`config.mk`:
```
export PLATFORM = sky130hd
export DESIGN_NAME = p2s_tx_flat
export DESIGN_NICKNAME = d
export VERILOG_FILES = /design/src/rtl/p2s_pkg.sv /design/src/rtl/p2s_if.sv /design/src/rtl/p2s_tick.sv /design/src/rtl/p2s_tx.sv /design/src/flat_wrapper.sv
export SDC_FILE = /design/constraint.sdc
export NUM_CORES = 1
export LEC_CHECK = 0
export ABC_CLOCK_PERIOD_IN_PS = 1990
export BUFFER_PORTS_ARGS = -buffer_cell sky130_fd_sc_hd__buf_4
export CAP_MARGIN = 20
export CORE_MARGIN = 2
export CORE_UTILIZATION = 30
export DETAILED_ROUTE_END_ITERATION = 16
export HOLD_SLACK_MARGIN = 0.02
export PLACE_DENSITY = 0.55
export SLEW_MARGIN = 20
export SYNTH_ARGS = -nofsm -noshare
export SYNTH_HDL_FRONTEND = slang
export SYNTH_SLANG_ARGS = --single-unit
```
`constraint.sdc`:
```
create_clock -name clk -period 1.99 [get_ports clk]
set_clock_uncertainty 0.05 [all_clocks]
set_input_delay 0.199 -clock clk [delete_from_list [all_inputs] [get_ports clk]]
set_output_delay 0.199 -clock clk [all_outputs]
set_load 0.03 [all_outputs]
```
`src/rtl/p2s_pkg.sv`:
```
// Shared definitions for the serial link: FSM encoding, default widths and
// the frame-length decode used by both the transmitter and the receiver.
package p2s_pkg;

   localparam int P2S_WIDTH = 16;
   localparam int P2S_LEN_W = 4;
   localparam int P2S_CNT_W = 5;

   typedef enum logic [1:0] {
      ST_IDLE  = 2'b00,
      ST_SHIFT = 2'b01,
      ST_DONE  = 2'b10
   } p2s_state_e;

   // A len of 0 encodes a full 16-bit frame; the 5-bit result makes 16 representable.
   function automatic logic [P2S_CNT_W-1:0] p2s_frame_len(input logic [P2S_LEN_W-1:0] len_val);
      return (len_val == '0) ? P2S_CNT_W'(P2S_WIDTH) : P2S_CNT_W'(len_val);
   endfunction

endpackage

```
`src/rtl/p2s_if.sv`:
```
// Start/busy/done request bus plus the serial link outputs of p2s_tx.
interface p2s_if;
   import p2s_pkg::*;

   // start is a level sampled on the rising edge and is accepted only while
   // busy=0; a start seen while busy=1 (DONE cycle included) is dropped, not
   // queued. data_in/len are captured at acceptance. done pulses for one cycle
   // after the last bit, with busy still high in that cycle.
   logic                 start;
   logic [P2S_WIDTH-1:0] data_in;
   logic [P2S_LEN_W-1:0] len;
   logic                 serial_out;
   logic                 shift_en;
   logic                 busy;
   logic                 done;

   modport master (output start, data_in, len,
                   input  serial_out, shift_en, busy, done);

   modport slave  (input  start, data_in, len,
                   output serial_out, shift_en, busy, done);

endinterface

```
`src/rtl/p2s_tick.sv`:
```
// Bit-period divider: counts 0..DIV-1 while running and flags the last cycle.
module p2s_tick #(
   parameter int DIV = 1
) (
   input  logic clk,
   input  logic reset,
   input  logic clear,
   input  logic run,
   output logic tick
);

   localparam int            CW   = (DIV > 1) ? $clog2(DIV) : 1;
   localparam logic [CW-1:0] LAST = CW'(DIV - 1);

   logic [CW-1:0] cnt;

   always_ff @(posedge clk or negedge reset) begin
      if (!reset) begin
         cnt <= '0;
      end else if (clear) begin
         cnt <= '0;
      end else if (run) begin
         cnt <= (cnt == LAST) ? '0 : cnt + 1'b1;
      end
   end

   // With DIV=1 the counter never leaves 0, so tick is constantly high.
   assign tick = (cnt == LAST);

endmodule

```
`src/rtl/p2s_tx.sv`:
```
// Parallel-to-serial transmitter: latches a 1..16-bit word and shifts it out
// MSB-first with a one-cycle strobe at the end of each bit period.
module p2s_tx
   import p2s_pkg::*;
#(
   parameter int DIV = 1
) (
   input  logic       clk,
   input  logic       reset,
   p2s_if.slave       bus,
   output p2s_state_e state_dbg
);

   p2s_state_e             state, state_nx;
   logic [P2S_WIDTH-1:0]   shreg;
   logic [P2S_CNT_W-1:0]   count;
   logic [P2S_CNT_W-1:0]   count_inc;
   logic [P2S_CNT_W-1:0]   n_q;
   logic [P2S_CNT_W-1:0]   n_dec;
   logic                   accept;
   logic                   tick;
   logic                   in_shift;

   assign n_dec     = p2s_frame_len(bus.len);
   assign accept    = (state == ST_IDLE) && bus.start;
   assign in_shift  = (state == ST_SHIFT);
   assign count_inc = count + 1'b1;

   p2s_tick #(.DIV(DIV)) u_tick (
      .clk   (clk),
      .reset (reset),
      .clear (accept),
      .run   (in_shift),
      .tick  (tick)
   );

   always_comb begin
      state_nx = state;
      case (state)
         ST_IDLE:  if (bus.start) state_nx = ST_SHIFT;
         ST_SHIFT: if (tick && (count_inc == n_q)) state_nx = ST_DONE;
         ST_DONE:  state_nx = ST_IDLE;
         default:  state_nx = ST_IDLE;
      endcase
   end

   always_ff @(posedge clk or negedge reset) begin
      if (!reset) begin
         state <= ST_IDLE;
         shreg <= '0;
         count <= '0;
         n_q   <= '0;
      end else begin
         state <= state_nx;
         if (accept) begin
            // Left-align the N-bit field so the MSB to send sits in shreg[15];
            // after N shifts the register is all zeros again.
            shreg <= bus.data_in << (P2S_CNT_W'(P2S_WIDTH) - n_dec);
            n_q   <= n_dec;
            count <= '0;
         end else if (in_shift && tick) begin
            shreg <= shreg << 1;
            count <= count_inc;
         end
      end
   end

   assign bus.serial_out = shreg[P2S_WIDTH-1];
   assign bus.shift_en   = in_shift && tick;
   assign bus.busy       = (state != ST_IDLE);
   assign bus.done       = (state == ST_DONE);
   assign state_dbg      = state;

endmodule

```
`src/flat_wrapper.sv`:
```
// flat-port wrapper written by rule: the top's interface ports become plain ports
module p2s_tx_flat import p2s_pkg::*;
#(
   parameter int DIV = 1
)
  (clk, reset, state_dbg, bus_start, bus_data_in, bus_len, bus_serial_out, bus_shift_en, bus_busy, bus_done);
  p2s_if bus_i ();
  input  logic clk;
  input  logic reset;
  output p2s_state_e state_dbg;
  input wire logic [$bits(bus_i.start)-1:0] bus_start;
  input wire logic [$bits(bus_i.data_in)-1:0] bus_data_in;
  input wire logic [$bits(bus_i.len)-1:0] bus_len;
  output wire logic [$bits(bus_i.serial_out)-1:0] bus_serial_out;
  output wire logic [$bits(bus_i.shift_en)-1:0] bus_shift_en;
  output wire logic [$bits(bus_i.busy)-1:0] bus_busy;
  output wire logic [$bits(bus_i.done)-1:0] bus_done;
  assign bus_i.start = bus_start;
  assign bus_i.data_in = bus_data_in;
  assign bus_i.len = bus_len;
  assign bus_serial_out = bus_i.serial_out;
  assign bus_shift_en = bus_i.shift_en;
  assign bus_busy = bus_i.busy;
  assign bus_done = bus_i.done;
  p2s_tx #(.DIV(DIV)) u_core (.clk(clk), .reset(reset), .bus(bus_i), .state_dbg(state_dbg));
endmodule
```
# After elaboration in Yosys (flattened, before gate mapping)
# Cells that the tools add are included.
# word_totals
input_bits,23
register_bits,29
word_cells,35
output_inout_bits,6
# classes
n_mux,11
n_addsub,3
eq_ne,5
shifts,1
n_reduce_logical,9
bitwise,1
# op_table
operator,n
2-to-1 mux 16 bit,2
<< shifter 16 x 5 -> 16 bit,1
2-to-1 mux 5 bit,3
nonzero test 2 bit,3
"adder 5 x 1 -> 5 bit, second input constant",1
== test 5 bit,1
"subtractor 5 bit, first input constant",1
zero test 4 bit,1
2-to-1 mux 2 bit,2
"!= test 2 bit, second input constant",2
one-hot mux 2 bit (2 select lines),1
logical AND 1 bit,3
2-to-1 mux 1 bit,3
"== test 2 x 1 -> 1 bit, second input constant",1
"== test 2 bit, second input constant",1
zero test 2 bit,1
AND reduction 2 bit,1
"adder 1 bit, second input constant",1
inverter 1 bit,1

# Depth between registers and ports, before layout
# Gate-level depths: netlist of the first run.
# logic_depth
depth_word,5
depth_mapped,9
mapped_depth_nobuf,7

# Hierarchy
# A second synthesis of the first run with hierarchy kept.
# unflattened
cells_unflattened,221
hier_area_um2,2033.2
# by_module_without_submodules
module,area_per_inst_um2,instances,seq_area_each_um2,cells_each
p2s_tx,2021.9,1,700.7,219
p2s_tick,11.3,1,0.0,2

# Worst setup path before layout of the first run
# OpenSTA, ideal clock, no wires.
# synth_path
path_kind,input -> register
startpoint,input port bus_len[0]
endpoint,register u_core.shreg[9]
path_stages,9
path_buffers,2
path_slack_ns,-0.294
t_arrival_ns,2.161
setup_ns,0.073
t_required_ns,1.867
cell_sequence,buf_2 > inv_1 > ha_1 > nor3b_2 > nor2_1 > buf_2 > mux4_2 > a22o_1 > a21oi_2
# synth_between
elab_chain_cells,5
# synth_rtl
element,line_no,text
"start, declared",flat_wrapper.sv:13,input wire logic [$bits(bus_i.len)-1:0] bus_len;
zero test 4 bit,p2s_pkg.sv:17,return (len_val == '0) ? P2S_CNT_W'(P2S_WIDTH) : P2S_CNT_W'(len_val);
2-to-1 mux 5 bit *,p2s_pkg.sv:17,
subtractor 5 bit *,p2s_tx.sv:58,shreg <= bus.data_in << (P2S_CNT_W'(P2S_WIDTH) - n_dec);
<< shifter 16 x 5 -> 16 bit *,p2s_tx.sv:58,
2-to-1 mux 16 bit *,p2s_tx.sv:55,if (accept) begin
"end signal, assigned",p2s_tx.sv:58,
"end signal, assigned",p2s_tx.sv:62,shreg <= shreg << 1;
"end, declared",p2s_tx.sv:15,logic [P2S_WIDTH-1:0] shreg;
# Every way passes the cells marked *; elsewhere a longest branch is shown, timed or not.
# A chain may end at the register's enable or synchronous reset.

# Worst setup path in the final report of the first run
# layout_path
startpoint,"register u_core.state[0], in the netlist u_core.state_dbg[0]"
endpoint,register u_core.shreg[9]
# layout_between
elab_chain_cells,3
word_cells_on_any_way,6
cone_classes,1 x eq/ne; 1 x mux; 4 x reduce/logical
# layout_rtl
element,line_no,text
"start, declared",p2s_tx.sv:14,"p2s_state_e state, state_nx;"
"start signal, assigned",p2s_tx.sv:54,state <= state_nx;
== test 2 x 1 -> 1 bit or zero test 2 bit (tied branches),"p2s_tx.sv:26, p2s_tx.sv:25",
logical AND 1 bit (on tied branches),"p2s_tx.sv:61, p2s_tx.sv:25",
nonzero test 2 bit (no line) or 2-to-1 mux 16 bit (tied branches),-,
# Several ways; a longest one is shown, not always the timed one.

==> results.cfg, run 1 <==
[run_status]
outcome = complete, no violations

[cts]
cts_root_buffer = clkbuf_8
clock_sinks = 28
clock_latency_ns = 0.27
h-tree-depth = 1
clk_pin_slew_worst_paths_ns = 0.09
ctsResizeCount = 0
cts_buffers = 3
cts_tree = yes
cts_buffer_depth = 2

[die]
io_pins = 29
die_y_um = 86.98
rows = 30
coreArea_um2 = 6719
dieArea_um2 = 7566
fp.dieW_um = 86.98
initial_utilization_pct = 30.74

[place]
dp_hpwl_mm = 4.023
portBuffers = 28
globalplace.congestion = 0.7790
placed_cells = 339

[yosys]
syn_nets = 240
ys_seq_area_share_pct = 33.92
synthCells = 214
synth_area_um2 = 2066
synthFlopType = dfrtp_1
async_reset_ff_share_pct = 100.0
synth_edf_count = 0
avgSynthCellArea_um2 = 9.653
synth_cell_types = 52
yosys_warnings = 0
synth-seq-cells = 28

[pwr]
ir_worst_vdd_mv = 0.3017
p_leak_nw = 1.135
power_per_cell_area_nw_per_um2 = 1142

[routing]
post_drt_wl_per_cell_um = 14.87
drc = 0
wl_mm = 5.115
viasPerCell = 5.276
drt_iter0_markers = 167
drt_first_pass_iters = 4
ant_nets = 0
via_count = 1815

[global_routing]
overflow = 0
grt.total_usage_pct = 14.37
grt_pass1_vias = 1779
grt_pass1_wl_mm = 8.776
antenna_found_initial = 0
grt_max_degree = 29

[hold_path]
hp-class = in -> reg

[cells_and_area]
final_cell_mix = buf_4, dfrtp_1, o21ai_0
final_common_cell = buf_4
stdcell_count = 344
antenna_cells = 0
areaGrowthSynthToFinish_pct = 27.80
nets = 291
drive_gt1_share_pct = 32.20

[worst_setup_path]
cp_max_fo = 28
worst_setup_path_start_kind = flip-flop
arrival_ns = 2.03
crit_path_end_kind = flip-flop
cp_data_required_time_ns = 2.15
crit_type = reg -> reg

[sta]
finalSetupViolations = 0
fin_crit_ns = 1.875
whs_ns = 0.1837
rsz0062_at_grt = no
setup_tns_ns = 0
worstMarginPinSlew_ns = 0.4693
fin_crit_sh_pct = 94.24
max_freq_mhz = 533.2
final_hold_viol_count = 0
slew_violations = 0
maxSlewHeadroom_pct = 68.71

[job]
maxCapViolations = 0
worst paths after layout:
| path | startpoint | end | slack (ns) | cells past startpoint |
|---|---|---|---|---|
| hold reg to reg | u_core.shreg[6]$_DFFE_PN0P_ | u_core.shreg[6]$_DFFE_PN0P_ | 0.45 | 1 |
| max in group asynchronous | reset | u_core.shreg[15]$_DFFE_PN0P_ | 1.29 | 2 |
| min in group asynchronous | reset | u_core.count[1]$_DFFE_PN0P_ | 0.34 | 2 |
| hold / removal | bus_len[3] | u_core.n_q[3]$_DFFE_PN0P_ | 0.18 | 2 |
| setup / recovery | u_core.state_dbg[0]$_DFFE_PN0P_ | u_core.shreg[9]$_DFFE_PN0P_ | 0.11 | 6 |
| setup reg to reg | u_core.state_dbg[0]$_DFFE_PN0P_ | u_core.shreg[9]$_DFFE_PN0P_ | 0.11 | 6 |
per-stage QoR:
step	cell area [µm²]	setup slack (ns)	utilization, %	total power, mW
global placement	2575	-0.1504	38.32	2.656
detailed placement	2575	-0.1893	38.32	2.687
global route	2640	0.01468	39.29	3.273
floorplan	2112	0.01514	-	2.164
finish	2640	0.1145	39.29	3.016
CTS	2640	0.1094	39.29	3.044
routing by layer:
layer	share of wire, %	vias to the layer above	global-route usage [%]	routed length, µm
met5	0	-	0	0
met4	0.66	0	3.409	34
met3	2.5	2	0.8531	126
met2	46	30	21.65	2366
met1	51	888	22.41	2587
li1	-	895	-	-
layout make-up:
class / count / area (µm²)
Clock buffer: 4 / 55.05
Fill cell: 659 / 4079
Inverter: 3 / 13.76
Multi-Input combinational cell: 169 / 1305
Sequential cell: 28 / 700.7
Tap cell: 80 / 100.1
Timing Repair Buffer: 60 / 465.4
cell families after synthesis:
group / Yosys count / synth area share, %
buf+inv: 17 / 4.361
mux: 26 / 18.17
simple gates: 66 / 16.11
compound gates: 63 / 19.69
flops: 28 / 33.92
fa+ha+maj: 3 / 1.817
xor+xnor: 11 / 5.936
flip-flops by register name, indices dropped and copies added, names as in the netlist:
name / count
u_core.state_dbg: 2
u_core.count: 5
u_core.shreg: 16
u_core.n_q: 5
timing repair:
action	in CTS	in global routing
hold buffers	1	0
endpoints found under the hold margin	28	0
buffers inserted	0	0
setup endpoints to repair	0	1
power by group:
group	internal (mW)	total, mW	switching (mW)
Clock	0.177	0.347	0.170
Combinational	0.775	1.67	0.891
Sequential	0.840	1.00	0.163
cell usage after synthesis, types with 2 or more instances:
| master | number | share of area, % |
|---|---|---|
| dfrtp_1 | 28 | 34 |
| o21ai_0 | 22 | 5.3 |
| nor2_1 | 18 | 3.3 |
| mux2i_1 | 15 | 7.3 |
| nand2_1 | 14 | 2.5 |
| nand3_1 | 12 | 2.9 |
| clkbuf_1 | 10 | 1.8 |
| mux4_2 | 9 | 9.8 |
| a21oi_1 | 7 | 1.7 |
| xor2_1 | 6 | 2.5 |
| nand2b_1 | 5 | 1.5 |
| o21ai_1 | 5 | 1.2 |
| o211ai_1 | 4 | 1.5 |
| ha_1 | 3 | 1.8 |
| inv_1 | 3 | 0.55 |
| nor3_1 | 3 | 0.73 |
| o221ai_1 | 3 | 1.3 |
| xnor2_1 | 3 | 1.3 |
| a22o_1 | 2 | 0.85 |
| a41oi_1 | 2 | 0.85 |
| and3_1 | 2 | 0.61 |
| buf_2 | 2 | 0.48 |
| mux2_2 | 2 | 1.1 |
| nor2b_1 | 2 | 0.61 |
| o21a_1 | 2 | 0.73 |
| o22a_1 | 2 | 0.85 |
| o31ai_1 | 2 | 0.73 |
| or3b_1 | 2 | 0.85 |
critical path, stage by stage (launching register included):
cell	delay [ns]
dfrtp_1	0.38
or3b_1	0.43
buf_4	0.25
nor2_1	0.15
o211ai_1	0.15
a22o_1	0.27
a21oi_2	0.12
(Power assumes the default switching activity.)
==> inputs of run 2 (changes only) <==
ABC_AREA = 1   (was not set)
ABC_CLOCK_PERIOD_IN_PS = not set   (was 1990)
HOLD_SLACK_MARGIN = 0.03   (was 0.02)
==> results.cfg, run 2 <==
[place]
dpl-instance-area_um2 = 2387
globalplace.congestion = 0.7979
dp_hpwl_mm = 3.980
portBuffers = 28

[cts]
clk_pin_slew_worst_paths_ns = 0.10
clock_sinks = 28
cts_tree = yes
cts_buffers = 3
post_cts_buffers = 0
cts_buffer_depth = 2
clock_latency_ns = 0.27
h-tree-depth = 1
hold_buffers = 1
ctsResizeCount = 0
cts_root_buffer = clkbuf_8

[worst_setup_path]
crit_path_end_kind = flip-flop
arrival_ns = 1.80
cp_slowest_cell = dfrtp_1
crit_type = reg -> reg
crit_path_cell_trace = ha_1 -> nand3_1 -> xor2_1 -> or2_2 -> nand3_1 -> o21ai_0 -> nand2_1
max_stage_delay_ns = 0.44
worst_setup_path_start_kind = flip-flop
cp_max_fo = 6
cp_data_required_time_ns = 2.11
crit_top_cell = nand3_1

[die]
fp.dieW_um = 87.53
coreArea_um2 = 6756
rows = 30
dieArea_um2 = 7662
die_y_um = 87.53
io_pins = 29
initial_utilization_pct = 30.98

[yosys]
ys_seq_area_share_pct = 33.47
synthTopCellsByArea = dfrtp_1, nand3_1, nand2_1
synthFlopType = dfrtp_1
yosysMostFrequentCell = nand2_1
avgSynthCellArea_um2 = 6.978
synth_top_cell_area_share_pct = 33.47
synth_edf_count = 0
synth_area_um2 = 2093
synth_cell_types = 31
syn_nets = 326
synth_commonest_cells = nand2_1, nand3_1, dfrtp_1
synth_top_cell_by_area = dfrtp_1
synthCells = 300
async_reset_ff_share_pct = 100.0
synth-seq-cells = 28
yosys_warnings = 0

[pwr]
ir_worst_vdd_mv = 0.4302
p_leak_nw = 1.202
power_per_cell_area_nw_per_um2 = 1237

[routing]
drt_first_pass_iters = 4
drc = 0
wl_mm = 5.258
ant_nets = 0
viasPerCell = 5.010
drt_iter0_markers = 112
post_drt_wl_per_cell_um = 12.89
via_count = 2044

[global_routing]
antenna_found_initial = 0
grt.total_usage_pct = 14.82
grt_max_degree = 29
grt_pass1_vias = 1928
overflow = 0
grt_pass1_wl_mm = 9.066

[job]
maxCapViolations = 0

[sta]
slew_violations = 0
max_freq_mhz = 596.4
worstMarginPinSlew_ns = 0.4871
final_hold_viol_count = 0
finalSetupViolations = 0
fin_crit_ns = 1.677
setup_tns_ns = 0
fin_crit_sh_pct = 84.26
maxSlewHeadroom_pct = 67.49
rsz0062_at_grt = no

[cells_and_area]
final_area_um2 = 2452
areaGrowthSynthToFinish_pct = 17.15
antenna_cells = 0
reg.largest.list = u_core.shreg x16, u_core.count x5, u_core.n_q x5
regMostFlops = u_core.shreg
final_cell_mix = nand2_1, nand3_1, buf_4
nets = 355
drive_gt1_share_pct = 20.73
largest_reg_flops = 16
post-route-util_pct = 36.30
fillCellCount = 746
final_common_cell = nand2_1

[hold_path]
hp-class = in -> reg

[run_status]
outcome = complete, no violations
run 2: cell types whose count changed after synthesis, moves of 9 or more:
cell	before	now
inv_1	3	19
mux2i_1	15	0
mux4_2	9	0
nand2_1	14	74
nand3_1	12	68
run 2: area by class of cell:
type / count / area (µm²) / area share (%)
Clock buffer: 4 / 55.05 / 2.245
Inverter: 22 / 82.58 / 3.367
Multi-Input combinational cell: 236 / 1226 / 50.00
Sequential cell: 28 / 700.7 / 28.57
Tap cell: 80 / 100.1 / 4.082
Timing Repair Buffer: 38 / 287.8 / 11.73
run 2: power by group:
part           internal (mW)  switching, mW  total, mW
logic                  0.688           1.00       1.69
clock network          0.177          0.181      0.358
registers              0.828          0.158      0.986
total                   1.69           1.34       3.03
run 2: cell families (layout without fill, tap and decap cells):
logic type,count (synthesis),after routing,synth area share [%]
XOR/XNOR,7,7,3.288
AO/OA/AOI/OAI,46,46,12.97
buffers and inverters,36,64,7.950
adder cells (fa/ha/maj),3,3,1.793
AND/OR/NAND/NOR,180,180,40.53
flip-flops,28,28,33.47
run 2: critical path, delay by kind of cell, from the launching register on:
kind / cells / cell delay [ns]
DFF: 1 / 0.44
and+or+nand+nor: 4 / 0.41
adders and majority gates: 1 / 0.24
xor gates and xnor gates: 1 / 0.23
AOI/OAI and AO/OA: 1 / 0.19
run 2: stage by stage:
stage               worst slack [ns]  std cells  power [mW]  hold WS, ns
global route                  0.1167        408       3.353       0.2118
CTS                           0.2937        408       3.051       0.1926
global placement              0.2002        403       2.669      0.09427
finish                        0.3132        408       3.033       0.1942
detailed placement            0.1412        403       2.690      0.09062
floorplan                    0.03633        300       2.209      -0.1466
run 2: layer usage:
metal  vias up  GRT usage (%)  share of wire (%)
li1       1055              -                  -
met1       951          20.83                 48
met2        38          24.86                 49
met3         0          2.356                3.7
met4         0          1.678                  0
met5         -              0                  0
run 2: worst paths after layout:
check	from	end	slack (ns)	cells after the start
worst min register to register	u_core.shreg[13]$_DFFE_PN0P_	u_core.shreg[13]$_DFFE_PN0P_	0.45	2
worst min-delay path	bus_len[1]	u_core.n_q[1]$_DFFE_PN0P_	0.19	3
min in group asynchronous	reset	u_core.count[0]$_DFFE_PN0P_	0.31	2
worst max register to register	u_core.count[0]$_DFFE_PN0P_	u_core.state_dbg[0]$_DFFE_PN0P_	0.31	7
worst max-delay path	u_core.count[0]$_DFFE_PN0P_	u_core.state_dbg[0]$_DFFE_PN0P_	0.31	7
max in group asynchronous	reset	u_core.shreg[4]$_DFFE_PN0P_	1.30	2
